File: config.mk
export PLATFORM = sky130hd
export DESIGN_NAME = sfx_strobe_gen
export DESIGN_NICKNAME = d
export VERILOG_FILES = /design/src/rtl/sfx_strobe_gen.sv
export SDC_FILE = /design/constraint.sdc
export NUM_CORES = 1
export LEC_CHECK = 0
export CORE_ASPECT_RATIO = 0.9
export CORE_MARGIN = 1.5
export CORE_UTILIZATION = 60
export CTS_BUF_LIST = sky130_fd_sc_hd__clkbuf_4 sky130_fd_sc_hd__clkbuf_8
export DETAILED_ROUTE_END_ITERATION = 10
export PLACE_DENSITY = 0.79
export SKIP_LAST_GASP = 1
export SYNTH_ARGS = -nofsm -noshare
export SYNTH_HDL_FRONTEND = slang
export SYNTH_SLANG_ARGS = --single-unit
File: constraint.sdc
create_clock -name clk -period 2.6 [get_ports clk]
set_clock_uncertainty 0.1 [all_clocks]
set_input_delay 0.39 -clock clk [delete_from_list [all_inputs] [get_ports clk]]
set_output_delay 0.39 -clock clk [all_outputs]
set_load 0.005 [all_outputs]
File: src/rtl/sfx_strobe_gen.sv
// Sound-effect sequencer: plays a 4-note strobe train on at_max for the DAC counter.
// Optional build macro SFX_MUTE_EN adds a mute input that masks at_max only.
module sfx_strobe_gen #(
    parameter int DIV_W    = 16,
    parameter int BASE_DIV = 8,
    parameter int STEP_DIV = 2,
    parameter int NOTE_LEN = 40,
    parameter int REST_LEN = 10
) (
    input  logic       clk,
    input  logic       nRst,
    input  logic       good_coll,
    input  logic       bad_coll,
`ifdef SFX_MUTE_EN
    input  logic       mute,
`endif
    output logic       at_max,
    output logic       playing,
    output logic [1:0] note_idx,
    output logic       seq_bad
);

    typedef enum logic [1:0] {IDLE, PLAY, REST} state_t;

    localparam logic [DIV_W-1:0] BASE_W    = DIV_W'(BASE_DIV);
    localparam logic [DIV_W-1:0] STEP_W    = DIV_W'(STEP_DIV);
    localparam logic [DIV_W-1:0] NOTE_LAST = DIV_W'(NOTE_LEN - 1);
    localparam logic [DIV_W-1:0] REST_LAST = DIV_W'(REST_LEN - 1);
    localparam logic [DIV_W-1:0] ONE_W     = DIV_W'(1);

    state_t           state, state_next;
    logic [DIV_W-1:0] tone_cnt, tone_next;
    logic [DIV_W-1:0] note_cnt, note_next;
    logic [1:0]       idx_next;
    logic             bad_next;
    logic             strobe_next;
    logic             strobe_gated;
    logic [DIV_W-1:0] step_off;
    logic [DIV_W-1:0] period;
    logic             tone_hit;

    // Good sequence rises in pitch (shorter period), bad sequence falls.
    assign step_off = STEP_W * DIV_W'(note_idx);
    assign period   = seq_bad ? (BASE_W + step_off) : (BASE_W - step_off);
    assign tone_hit = (tone_cnt == (period - ONE_W));
    assign playing  = (state == PLAY);

`ifdef SFX_MUTE_EN
    assign strobe_gated = strobe_next & ~mute;
`else
    assign strobe_gated = strobe_next;
`endif

    always_ff @(posedge clk or negedge nRst) begin
        if (!nRst) begin
            state    <= IDLE;
            tone_cnt <= '0;
            note_cnt <= '0;
            note_idx <= 2'd0;
            seq_bad  <= 1'b0;
            at_max   <= 1'b0;
        end else begin
            state    <= state_next;
            tone_cnt <= tone_next;
            note_cnt <= note_next;
            note_idx <= idx_next;
            seq_bad  <= bad_next;
            at_max   <= strobe_gated;
        end
    end

    // note_cnt doubles as the rest-length counter while in REST.
    always_comb begin
        state_next  = state;
        tone_next   = tone_cnt;
        note_next   = note_cnt;
        idx_next    = note_idx;
        bad_next    = seq_bad;
        strobe_next = 1'b0;

        case (state)
            IDLE, REST: begin
                if (good_coll || bad_coll) begin
                    state_next = PLAY;
                    tone_next  = '0;
                    note_next  = '0;
                    idx_next   = 2'd0;
                    bad_next   = bad_coll;
                end else if (state == REST) begin
                    if (note_cnt == REST_LAST) begin
                        state_next = IDLE;
                        note_next  = '0;
                        idx_next   = 2'd0;
                    end else begin
                        note_next = note_cnt + ONE_W;
                    end
                end
            end
            PLAY: begin
                if (bad_coll) begin
                    tone_next = '0;
                    note_next = '0;
                    idx_next  = 2'd0;
                    bad_next  = 1'b1;
                end else begin
                    strobe_next = tone_hit;
                    tone_next   = tone_hit ? '0 : (tone_cnt + ONE_W);
                    if (note_cnt == NOTE_LAST) begin
                        tone_next = '0;
                        note_next = '0;
                        if (note_idx == 2'd3) begin
                            state_next = REST;
                        end else begin
                            idx_next = note_idx + 2'd1;
                        end
                    end else begin
                        note_next = note_cnt + ONE_W;
                    end
                end
            end
            default: begin
                state_next = IDLE;
            end
        endcase
    end

endmodule

==> impl_metrics.env <==
export IMPL_outcome="complete, no violations"
export IMPL_core_region_area_sq_um=3478
export IMPL_grtUsageTotal_pct=26.18
export IMPL_die_w_um=67.35
export IMPL_postRouteWirelength_mm=4.828
export IMPL_edff_count_synth=0
export IMPL_detail_routed_net_length_per_standard_cell_um=16.09
export IMPL_insertedDiodeCount=0
export IMPL_initialDrtViolationCount=159
export IMPL_cts_root_to_sink_buffers=2
export IMPL_seqPwrFrac_pct=44.2
export IMPL_setup_violations_final=0
export IMPL_synth_seq_cells=38
export IMPL_cell_accounting_for_the_most_synthesized_area="sky130_fd_sc_hd__dfrtp_1"
export IMPL_antenna_violating_nets_post_route=0
export IMPL_power_frac_comb_pct=28.6
export IMPL_non_filler_instances=300
export IMPL_yosysWarnings=0
export IMPL_cp_buffers_inverters=1
export IMPL_critical_path_arrival_ns=2.66
export IMPL_fin_crit_sh_pct=99.25
export IMPL_pin_count_of_the_biggest_net_entering_global_routing=39
export IMPL_detail_route_drc_violations=0
export IMPL_cp_required_ns=2.68
export IMPL_post_dp_cell_area_sq_um=2406
export IMPL_dominantRegCellSynth="sky130_fd_sc_hd__dfrtp_1"
export IMPL_fillers=280
export IMPL_pin_count=9
export IMPL_grt_antenna_before_repair=0
export IMPL_top_family_by_delay_on_critical_path="multiplexers"
export IMPL_area_enclosed_by_the_die_boundary_sq_um=4102
export IMPL_p_clk_share_pct=27.2
export IMPL_layout_common_cells="sky130_fd_sc_hd__dfrtp_1 (38), sky130_fd_sc_hd__nor2_1 (33), sky130_fd_sc_hd__nand2_1 (16)"
export IMPL_htreeDepth=2
export IMPL_place_port_buffers=8
export IMPL_syn_area_per_cell_sq_um=9.514
export IMPL_power_share_switching_pct=31.47
export IMPL_power_density_cell_area_nw_per_um2=592.0
export IMPL_cp_start_kind="register"
export IMPL_layout_cell_area_non_filler_sq_um=2532
export IMPL_hold_class="input port to asynchronous set/reset pin"
export IMPL_tritoncts="built"
export IMPL_grt_remaining_overflow=0
export IMPL_final_nets=266
export IMPL_dpl_hpwl_mm=3.275
export IMPL_initial_core_util_pct=64.28
export IMPL_cts_clk_slew_worst_paths_ns=0.07
export IMPL_final_hold_violation_count=0
export IMPL_final_min_clock_period_ns=2.581
export IMPL_post_layout_total_power_mw=1.499
export IMPL_clock_latency_ns=0.29
export IMPL_p_leak_nw=1.160
export IMPL_max_stage_delay_ns=0.38
export IMPL_sequential_cell_area_sq_um=950.9
export IMPL_register_area_share_after_synthesis_pct=42.53
export IMPL_max_cap_viol_count=0
export IMPL_synth_cell_type_count=49
export IMPL_critPathSlowestCell="sky130_fd_sc_hd__mux2i_2"
export IMPL_grt_setup_unrepaired="yes"
export IMPL_die_height_um=60.91
export IMPL_postSynthCellCount=235
export IMPL_synthTopCellsByArea="sky130_fd_sc_hd__dfrtp_1 (43%), sky130_fd_sc_hd__nor2_1 (5.5%), sky130_fd_sc_hd__xor2_1 (5.5%), sky130_fd_sc_hd__ha_1 (3.4%), sky130_fd_sc_hd__nand3_1 (3.4%)"
export IMPL_slew_headroom_pct=43.98
export IMPL_worstMarginPinSlew_ns=0.8403
export IMPL_synth_top_cell_area_share_pct=42.53
export IMPL_drtPass1Iterations=4
export IMPL_number_of_global_route_vias_before_repair=1639
export IMPL_postSynth_asyncResetShare_pct=100.0
export IMPL_syn_nets=245
export IMPL_routabilityCongestion=0.8257
export IMPL_area_of_combinational_cells_with_multiple_inputs_sq_um=1236
export IMPL_cts_sink_count=38
export IMPL_synthToLayoutAreaGrowth_pct=13.26
export IMPL_vdd_drop_max_mv=0.3130
export IMPL_detailroute_via_count=1854
export IMPL_cts_inserted_buffers=5
export IMPL_crit_path_cell_trace="inv_1, ha_1, mux2i_1, xor2_1, mux2i_2, a31oi_4, and3_1, a221o_1"
export IMPL_place_inst=290
export IMPL_commonest_non_fill_non_tap_cell_in_the_layout="sky130_fd_sc_hd__dfrtp_1"
export IMPL_path_max_fanout=12
export IMPL_core_rowCount=20
export IMPL_worstSetupPathType="register to register"
export IMPL_via_per_inst=6.180
export IMPL_synthesis_area_sq_um=2236
export IMPL_power_net_switching_uw=471.8
export IMPL_global_route_wire_length_before_repair_mm=7.900
export IMPL_fmax_ghz=0.3875
export IMPL_cts_root_buf="sky130_fd_sc_hd__clkbuf_8"
export IMPL_critical_path_endpoint_category="register"
export IMPL_slew_violations=0
export IMPL_design_internal_power_mw=1.027
export IMPL_drive_above_1_share_pct=13.28
-- synthesized netlist by cell type, types with 2 or more instances --
library cell / count
sky130_fd_sc_hd__and2_1: 3
sky130_fd_sc_hd__nor2_1: 33
sky130_fd_sc_hd__a22o_1: 4
sky130_fd_sc_hd__nand3b_1: 4
sky130_fd_sc_hd__a21oi_1: 6
sky130_fd_sc_hd__nor4_1: 4
sky130_fd_sc_hd__and3_1: 10
sky130_fd_sc_hd__a221o_1: 4
sky130_fd_sc_hd__xnor2_1: 3
sky130_fd_sc_hd__nand2_1: 16
sky130_fd_sc_hd__mux2i_1: 5
sky130_fd_sc_hd__o21ai_0: 6
sky130_fd_sc_hd__nand4_1: 9
sky130_fd_sc_hd__or3_1: 4
sky130_fd_sc_hd__nand3_1: 15
sky130_fd_sc_hd__clkbuf_1: 5
sky130_fd_sc_hd__inv_1: 9
sky130_fd_sc_hd__ha_1: 6
sky130_fd_sc_hd__a21o_1: 3
sky130_fd_sc_hd__and4_1: 4
sky130_fd_sc_hd__xor2_1: 14
sky130_fd_sc_hd__or4_1: 2
sky130_fd_sc_hd__dfrtp_1: 38
sky130_fd_sc_hd__mux2_2: 2
sky130_fd_sc_hd__nand2b_1: 2
-- metrics by stage --
| step | TNS [ns] | setup WS, ns | util, % | hold slack, ns |
|---|---|---|---|---|
| after global routing | -0.4779 | -0.09770 | 72.81 | 0.1528 |
| after CTS | 0 | 0.02157 | 71.91 | 0.1256 |
| after global placement | 0 | 0.04916 | 69.17 | 0.4051 |
| final | 0 | 0.01940 | 72.81 | 0.09698 |
| after floorplan | 0 | 0.1374 | - | -0.005591 |
| after detailed placement | -0.6492 | -0.1255 | 69.17 | 0.4140 |
-- timing repair --
action	in CTS	in global routing
hold endpoints to repair	0	0
hold buffers	0	0
buffers inserted	0	2
gates resized for setup	2	1
setup endpoints to repair	8	10
pin swaps	1	2
gates cloned	0	1
-- power groups by stage --
stage	Combinational (mW)	Sequential, mW	Clock [mW]
floorplan	0.235	0.670	0
global placement	0.366	0.671	0
detailed placement	0.378	0.673	0
CTS	0.388	0.661	0.416
global route	0.469	0.668	0.441
finish	0.429	0.663	0.407
-- worst reg2reg max path, cell delays in order, from the launching register on --
cell	delay [ns]
sky130_fd_sc_hd__dfrtp_1	0.37
sky130_fd_sc_hd__inv_1	0.09
sky130_fd_sc_hd__ha_1	0.34
sky130_fd_sc_hd__mux2i_1	0.19
sky130_fd_sc_hd__xor2_1	0.24
sky130_fd_sc_hd__mux2i_2	0.38
sky130_fd_sc_hd__a31oi_4	0.24
sky130_fd_sc_hd__and3_1	0.24
sky130_fd_sc_hd__a221o_1	0.27
-- cells by family after synthesis --
kind of cell	share of synthesized area (%)
AND/OR/NAND/NOR	26.86
AO/OA/AOI/OAI	13.93
flip-flops	42.53
XOR/XNOR	6.660
buffers and inverters	3.413
multiplexers	3.246
adder cells (fa/ha/maj)	3.357
-- flip-flops by register name, indices dropped and copies added, names as in the netlist --
| signal | count |
|---|---|
| state | 2 |
| seq_bad | 1 |
| note_idx | 2 |
| tone_cnt | 16 |
| at_max | 1 |
| note_cnt | 16 |
-- area by class of cell --
cell class,count,share of cell area (%)
clock buffer,7,3.310
timing repair buffer,21,6.818
sequential,38,37.55
inverter,9,1.334
multi-input combinational,181,48.81
tap,44,2.174
-- layer usage --
| layer | vias up | track usage (%) | share of wire [%] |
|---|---|---|---|
| met5 | - | 0 | 0 |
| met4 | 0 | 9.038 | 0.95 |
| met3 | 6 | 7.978 | 5.9 |
| met2 | 48 | 33.95 | 41 |
| met1 | 898 | 40.76 | 52 |
| li1 | 902 | - | - |
-- worst paths after layout --
check | startpoint | to | slack (ns) | depth (start not counted)
setup / recovery | note_idx[0]$_DFFE_PN0P_ | tone_cnt[13]$_DFFE_PN0P_ | 0.02 | 8
min in group clk | tone_cnt[12]$_DFFE_PN0P_ | tone_cnt[12]$_DFFE_PN0P_ | 0.42 | 1
max in group asynchronous | nRst | note_cnt[7]$_DFFE_PN0P_ | 1.78 | 1
hold reg to reg | tone_cnt[12]$_DFFE_PN0P_ | tone_cnt[12]$_DFFE_PN0P_ | 0.42 | 1
setup reg to reg | note_idx[0]$_DFFE_PN0P_ | tone_cnt[13]$_DFFE_PN0P_ | 0.02 | 8
hold / removal | nRst | tone_cnt[15]$_DFFE_PN0P_ | 0.1 | 1
No activity file was read; power rests on OpenSTA's default activity.
